--- config.mk ---
export PLATFORM = sky130hd
export DESIGN_NAME = sprite_anim
export DESIGN_NICKNAME = d
export VERILOG_FILES = /design/src/rtl/sprite_anim.sv
export SDC_FILE = /design/constraint.sdc
export NUM_CORES = 1
export LEC_CHECK = 0
export BUFFER_PORTS_ARGS = -buffer_cell sky130_fd_sc_hd__buf_2
export CAP_MARGIN = 20
export CORE_ASPECT_RATIO = 0.6
export CORE_MARGIN = 4
export CORE_UTILIZATION = 62
export CTS_CLUSTER_DIAMETER = 50
export DETAILED_ROUTE_END_ITERATION = 10
export PLACE_DENSITY = 0.92
export SETUP_SLACK_MARGIN = 0.5
export SLEW_MARGIN = 20
export SYNTH_ARGS = -nofsm -noshare
export SYNTH_HDL_FRONTEND = slang
export SYNTH_SLANG_ARGS = --single-unit
--- constraint.sdc ---
create_clock -name clk -period 23.2 [get_ports clk]
set_input_delay 1.16 -clock clk [delete_from_list [all_inputs] [get_ports clk]]
set_output_delay 1.16 -clock clk [all_outputs]
set_load 0.005 [all_outputs]
--- src/rtl/sprite_anim.sv ---
// sprite_anim -- parametrised animated-sprite engine.
//
// Takes the VGA scan position and the sprite state (position, facing, action).
// It produces a sprite-sheet ROM address, then returns a latency-aligned
// pixel colour and hit flag to the pixel mux.
//
// The sprite state is latched only on frame_tick, so a sprite never tears
// mid-frame. A divider slows anim_tick down to the frame-step rate. Each
// action either loops over its frames or plays once and holds its last frame.
//
// Ports:
//   clk, rst            pixel clock; synchronous active-high reset
//   frame_tick          one-cycle pulse at start of vblank (state latch point)
//   anim_tick           one-cycle animation-rate pulse
//   col, row            current scan position
//   pos_x, pos_y        sprite top-left (live; shadowed on frame_tick)
//   dir                 1 = native orientation, 0 = horizontally mirrored
//   action              action select; out-of-range values map to action 0
//   rom_addr            registered sprite-sheet address, 0 outside the sprite
//   rom_data            ROM read data, ROM_LAT cycles after rom_addr
//   is_spr, spr_rgb     opaque-pixel flag and colour, ROM_LAT+2 cycles after col/row
//   frame_idx           current animation frame
//   anim_done           one-shot action has reached its last frame
//   ctr_x, ctr_y        sprite centre from the latched position
module sprite_anim #(
  parameter int          SPR_W        = 31,
  parameter int          SPR_H        = 23,
  parameter int          N_FRAMES     = 4,
  parameter int          N_ACTIONS    = 4,
  parameter int          TICK_DIV     = 1,
  parameter logic [3:0]  ONESHOT_MASK = 4'b0000,
  parameter int          ROM_LAT      = 1,
  parameter logic [11:0] KEY_COLOR    = 12'hFFF,
  parameter int          ADDR_W       = 14
) (
  input  logic              clk,
  input  logic              rst,
  input  logic              frame_tick,
  input  logic              anim_tick,
  input  logic [9:0]        col,
  input  logic [9:0]        row,
  input  logic [9:0]        pos_x,
  input  logic [9:0]        pos_y,
  input  logic              dir,
  input  logic [1:0]        action,
  output logic [ADDR_W-1:0] rom_addr,
  input  logic [11:0]       rom_data,
  output logic              is_spr,
  output logic [11:0]       spr_rgb,
  output logic [1:0]        frame_idx,
  output logic              anim_done,
  output logic [9:0]        ctr_x,
  output logic [9:0]        ctr_y
);

  localparam int         DIV_W      = (TICK_DIV > 1) ? $clog2(TICK_DIV) : 1;
  localparam logic [1:0] LAST_FRAME = 2'(N_FRAMES - 1);

  // Shadow copies of the sprite state; all address math uses these.
  logic [9:0]       sh_x;
  logic [9:0]       sh_y;
  logic             sh_dir;
  logic [1:0]       sh_act;

  logic [1:0]       frame;
  logic [DIV_W-1:0] div;
  logic             done_q;

  logic [1:0]       act_in;
  logic             act_change;
  logic             div_wrap;
  logic             is_oneshot;
  logic [1:0]       frame_adv;

  assign act_in     = (int'(action) < N_ACTIONS) ? action : 2'd0;
  assign act_change = frame_tick && (act_in != sh_act);
  assign div_wrap   = (div == DIV_W'(TICK_DIV - 1));
  assign is_oneshot = ONESHOT_MASK[sh_act];
  // A one-shot action saturates on its last frame; a loop action wraps to 0.
  assign frame_adv  = (frame == LAST_FRAME) ? (is_oneshot ? LAST_FRAME : 2'd0)
                                            : frame + 2'd1;

  always_ff @(posedge clk) begin
    if (rst) begin
      sh_x   <= '0;
      sh_y   <= '0;
      sh_dir <= 1'b0;
      sh_act <= '0;
      ctr_x  <= '0;
      ctr_y  <= '0;
      frame  <= '0;
      div    <= '0;
      done_q <= 1'b0;
    end else begin
      if (frame_tick) begin
        sh_x   <= pos_x;
        sh_y   <= pos_y;
        sh_dir <= dir;
        sh_act <= act_in;
        ctr_x  <= pos_x + 10'(SPR_W / 2);
        ctr_y  <= pos_y + 10'(SPR_H / 2);
      end
      // An action change restarts the animation and swallows a coincident tick.
      if (act_change) begin
        frame  <= '0;
        div    <= '0;
        done_q <= 1'b0;
      end else if (anim_tick) begin
        if (div_wrap) begin
          div   <= '0;
          frame <= frame_adv;
          if (is_oneshot && (frame_adv == LAST_FRAME))
            done_q <= 1'b1;
        end else begin
          div <= div + DIV_W'(1);
        end
      end
    end
  end

  assign frame_idx = frame;
  assign anim_done = done_q;

  // Hit test: the col >= x check rejects the 10-bit wrap of col - x.
  logic [9:0]        dx;
  logic [9:0]        dy;
  logic [9:0]        ax;
  logic              in_box;
  logic [ADDR_W-1:0] addr_calc;

  assign dx     = col - sh_x;
  assign dy     = row - sh_y;
  assign in_box = (col >= sh_x) && (dx < 10'(SPR_W)) &&
                  (row >= sh_y) && (dy < 10'(SPR_H));
  assign ax     = sh_dir ? dx : (10'(SPR_W - 1) - dx);
  // Sheet layout: action-major, then frame, then row, then column.
  assign addr_calc = ADDR_W'(((32'(sh_act) * N_FRAMES + 32'(frame)) * SPR_H
                              + 32'(dy)) * SPR_W + 32'(ax));

  // in_box_sr[ROM_LAT] lines up with rom_data for the same scan position.
  logic [ROM_LAT:0] in_box_sr;
  logic             is_spr_next;

  assign is_spr_next = in_box_sr[ROM_LAT] && (rom_data != KEY_COLOR);

  always_ff @(posedge clk) begin
    if (rst) begin
      rom_addr  <= '0;
      in_box_sr <= '0;
      is_spr    <= 1'b0;
      spr_rgb   <= '0;
    end else begin
      rom_addr  <= in_box ? addr_calc : '0;
      in_box_sr <= {in_box_sr[ROM_LAT-1:0], in_box};
      is_spr    <= is_spr_next;
      spr_rgb   <= is_spr_next ? rom_data : 12'h000;
    end
  end

endmodule

* After elaboration in Yosys (flattened, before gate mapping) *
Index checks and enable logic that the tools add are counted.

word-level totals
  output and inout port bits = 50
  flip-flop bits (word level) = 76
  word-level logic and storage cells = 54

cells by class
  bitwise logic cells = 3
  equality and inequality tests = 4
  $mul = 2
  add/sub/neg operators = 10
  muxes and demuxes = 6
  $lt $le $gt $ge = 5
  reductions and logical operators = 11

operators with widths
  cell                                                 number
  adder 10 x 4 -> 10 bit, second input constant        2
  greater-or-equal comparator 10 bit                   2
  < comparator 10 x 5 -> 1 bit, second input constant  2
  subtractor 10 bit                                    2
  adder 14 x 10 -> 14 bit                              1
  multiplier 11 x 5 -> 14 bit, second input constant   1
  inequality test 12 bit, second input constant        1
  adder 10 x 10 -> 11 bit                              1
  multiplier 5 x 5 -> 10 bit, second input constant    1
  two-way mux 10 bit                                   1
  subtractor 5 x 10 -> 10 bit, first input constant    1
  logical AND 1 bit                                    6
  OR reduction 2 bit                                   3
  adder 4 x 2 -> 5 bit                                 1
  == test 2 bit, second input constant                 2
  two-way mux 2 bit                                    2
  < comparator 2 x 3 -> 1 bit, second input constant   1
  NOT 1 bit                                            3
  AND reduction 3 bit                                  1
  adder 2 x 1 -> 2 bit, second input constant          1
  binary-select mux 1 bit (select 2 bit)               1
  two-way mux 1 bit                                    2
  inequality test 2 bit                                1
  AND reduction 2 bit                                  1
  adder 1 bit, second input constant                   1

* Logic depth before layout (Yosys ltp) *
  depth in word-level cells = 7
  depth in mapped cells = 33

* Least setup slack after synthesis *
Ideal clock, no wire load.

  kind = input to register
  start = input port row[1]
  end = register rom_addr[12]
  setup time = 0.116 ns
  data arrival time = 8.002 ns
  required time = 23.084 ns
  path buffers = 0
  setup slack = 15.082 ns
  stages = 31
  cell sequence = ha_1 nor2b_1 o21a_1 o21a_1 or2_2 fa_1 inv_1 ha_1 inv_1 fa_1 fa_1 nor2b_1 o21ai_0 a21boi_0 o21ai_0 nor3b_1 nor2_1 inv_1 fa_1 inv_1 fa_1 inv_1 fa_1 inv_1 ha_1 or3_1 a211oi_1 o31ai_1 a21oi_1 xor2_1 nor2_2

on the way
  cells in the longest elaborated chain, start to end = 5
  elaborated cells on any way between the ends = 10
  classes of those cells = add/sub (3); mul (1); order compare (2); bitwise (1); reduce/logical (3)

ends and longest elaborated chain
  what                                                                                 line  text
  start, declared                                                                      41    input logic [9:0] row,
  parallel branches: the longest is 5 deep, another holds multiplier 11 x 5 -> 14 bit  -
  end signal, assigned                                                                 153   rom_addr <= in_box ? addr_calc : '0;
  end, declared                                                                        46    output logic [ADDR_W-1:0] rom_addr,

Parallel ways; which one is timed is not known.
A chain may end at the register's enable or synchronous reset.

* Worst setup path after layout *
Same ends and word-level chain as after synthesis.

==> impl_summary.md <==
Worst setup path
The largest stage delay on the critical path is 550 ps. The combined buffer and inverter count along the critical path is 7. The cell type of the slowest stage on the worst timing path is fa_1. The class of the most critical setup path is primary input to flop. At the worst endpoint, the arrival time is 8880 ps. The critical path endpoint category is a flop. The critical path data required time is 23430 ps.

The category of the worst setup path launch point is a primary input. Of all nets on the critical path, the largest fanout is 6. The kind of cell adding the most delay to the critical path is adder cells.

Synth
The mapped netlist covers 6180 sq um. The main flop type after synthesis is dfxtp_1. During synthesis, Yosys emitted a total of 0 warnings. The share of the Yosys chip area taken by registers is 24.0%. Counting flops and latches in the post-synthesis netlist gives 74. In this run, distinct cell masters in the synthesized netlist total 58. In the synthesized netlist, the number of instances is 689. The share of flip-flops with an asynchronous set or reset after synthesis is 0%. The synthesized design contains 0 enable-type register cells.

The number of nets handed over by synthesis was 860. A synthesized cell averages 8.97 sq um.

Global route
The maximum number of pins on one net before global-route repair is 58. The wire length of the first global-routing pass is 25.1 mm. The combined global-route utilization of all metal layers is 26.9%. Global routing finished with a remaining overflow of 0. The number of global-route vias before repair is 5218. The number of antenna violations at the first check in global routing came to 0.

Finish
The final standard cell count with taps included and fillers excluded is 924. The layout overhead on the synthesized area is 15.0%. The final layout contains 960 nets. The utilization after layout is 75.5%. The layout cell share with drive strength beyond 1 is 18.0%.

The number of antenna diodes in the final layout is 0. Fill cells in the final layout number 610.

Floorplan
From bottom edge to top edge, the die measures 85.4 microns. The chip width is 137 microns. The initial utilization of the core area, before any placement, comes to 65.6%.

The number of standard-cell rows in the floorplan is 27. The area of the die is 11700 sq um. Pin placement for this block handled 109 I/O pins. The core region is 9430 sq um.

Timing
Setup repair after global routing left no endpoint under its margin. The final critical path takes up 37.3% of the cycle. The max-slew violation count is 0. The clock tree skew after final layout is 7.85 ps. The peak clock frequency supported by timing is 0.116 GHz. Setup violations remaining at the end of the flow were counted as 0. In this run the tightest slew margin relative to its limit is 34.3%. The number of endpoints with negative hold slack in the final report is 0.

The slew of the pin with the lowest slew margin is 983 ps. The time the worst path needs with I/O delays and setup is 8650 ps. The setup TNS after final layout is 0 ps.

Clocking
The clock input transition at the sequential cells of the worst setup and hold paths is 70 ps. The hold buffer count at CTS is 0. Clock latency on the worst-skew pair, taken at its later pin, is 350 ps. The number of buffers created by CTS is 9. Gates resized during post-CTS repair numbered 0. The post-CTS setup-driven buffer insertion count is 0.

The longest clock path from root to sink contains 2 buffers. The H-tree was split into 3 levels. TritonCTS built the clock tree.

The tree built by TritonCTS fans out to 74 sinks. The root buffer cell chosen for the clock tree is clkbuf_16.

Outcome
The run finished with clean final reports.

Placement
The total half-perimeter wirelength after legalization and detailed placement is 11.5 mm. The global placement routability congestion is 0.879. The number of placed instances, taps included is 908.

The number of buffers added on ports is 107.

Detailed routing
The iteration count of the initial detailed-routing pass is 5. The number of design rule violations left after detail routing is 0. The post-detailed-route wirelength per cell is 16.3 microns.

The number of antenna-violating nets in the routed design is 0. The routed via count is 5162. The routed wire length is 15.1 mm. The first routing iteration left 281 violations. The average vias per placed instance is 5.59.

Job
The max-cap check violation count is 0.

Hold path
The worst hold path class is flop to flop.
==> final cells by class <==
class,instances,area (sq um),share of cell area [%]
multi-input combinational,470,4150,58.3
clock inverter,7,82.6,1.16
tap,130,163,2.29
timing repair buffer,108,543,7.63
sequential,74,1480,20.8
clock buffer,9,225,3.17
inverter,126,473,6.65
==> layer usage <==
metal,up-vias,GRT usage (%),wire (microns)
met4,0,7.61,319
met3,34,7.17,1020
met5,-,0,0
met2,182,43.9,7040
li1,2480,-,-
met1,2466,35.3,6720
==> layout by cell type, fill, tap and decap left out, drive strengths merged, types with 3 or more instances in the layout <==
cell	count
a211oi	10
a21boi	3
a21o	10
a21oi	29
a221oi	4
a311oi	5
a31o	3
a31oi	5
and2	14
and3	4
buf	108
clkbuf	9
dfxtp	74
fa	44
ha	68
inv	130
mux2i	34
nand2	14
nand2b	7
nand3	5
nand4	9
nor2	72
nor2b	8
nor3	5
nor3b	5
nor4	4
o211ai	3
o21a	5
o21ai	19
o21bai	3
or2	3
or3	6
xnor2	32
xor2	18
==> flip-flops by register name (all words and copies together) (netlist names) <==
register   count
ctr_x         10
ctr_y         10
frame_idx      2
in_box_sr      2
is_spr         1
rom_addr      14
sh_act         2
sh_dir         1
sh_x          10
sh_y          10
spr_rgb       12
==> final timing paths <==
path	cells past startpoint	slack, ps	startpoint	end
setup / recovery	32	14550	row[1]	rom_addr[12]
hold / removal	1	450	in_box_sr[0]	in_box_sr[1]
hold reg to reg	1	450	in_box_sr[0]	in_box_sr[1]
setup reg to reg	32	15040	sh_y[1]	rom_addr[12]
==> synth_stat cells (2+ instances only) <==
library cell    n  area (sq um)
a211o_1         2          17.5
a211oi_1        9          67.6
a21boi_0        3          22.5
a21o_1         10          75.1
a21oi_1        29           145
a221oi_1        4          35.0
a311oi_1        5          43.8
a31o_2          2          17.5
a31oi_1         5          31.3
and2_1         14          87.6
and3_1          4          25.0
buf_1           4          15.0
clkbuf_1       12          45.0
dfxtp_1        74          1480
fa_1           44           881
ha_1           68           851
inv_1         126           473
mux2i_1        34           340
nand2_1        14          52.6
nand2b_1        7          43.8
nand3_1         5          25.0
nand4_1         8          50.1
nor2_1         63           236
nor2_2          5          31.3
nor2_4          4          45.0
nor2b_1         8          50.1
nor3_1          5          25.0
nor3b_1         5          37.5
nor4_1          4          25.0
o211a_1         2          20.0
o211ai_1        3          22.5
o21a_1          5          37.5
o21ai_0        19          95.1
o21bai_1        3          22.5
o31ai_1         2          15.0
or2_2           3          18.8
or3_1           6          37.5
xnor2_1        32           280
xor2_1         18           158
==> per-stage QoR <==
step / hold slack (ps) / cell area, sq um / setup WS, ps
floorplan: 414 / 6180 / 15080
global placement: 429 / 6810 / 14660
detailed placement: 435 / 6810 / 14370
CTS: 456 / 7110 / 14610
global route: 474 / 7110 / 14140
finish: 450 / 7110 / 14550
==> cells by family after synthesis <==
kind of cell	synth area share [%]
multiplexers	5.69
other	0.0606
adder cells (fa/ha/maj)	28.0
AND/OR/NAND/NOR	13.4
XOR/XNOR	7.08
buffers and inverters	9.00
flip-flops	24.0
AO/OA/AOI/OAI	12.8
Power is not shown: default switching activity piles up to over one toggle a cycle in this logic, so the estimate is an artifact.
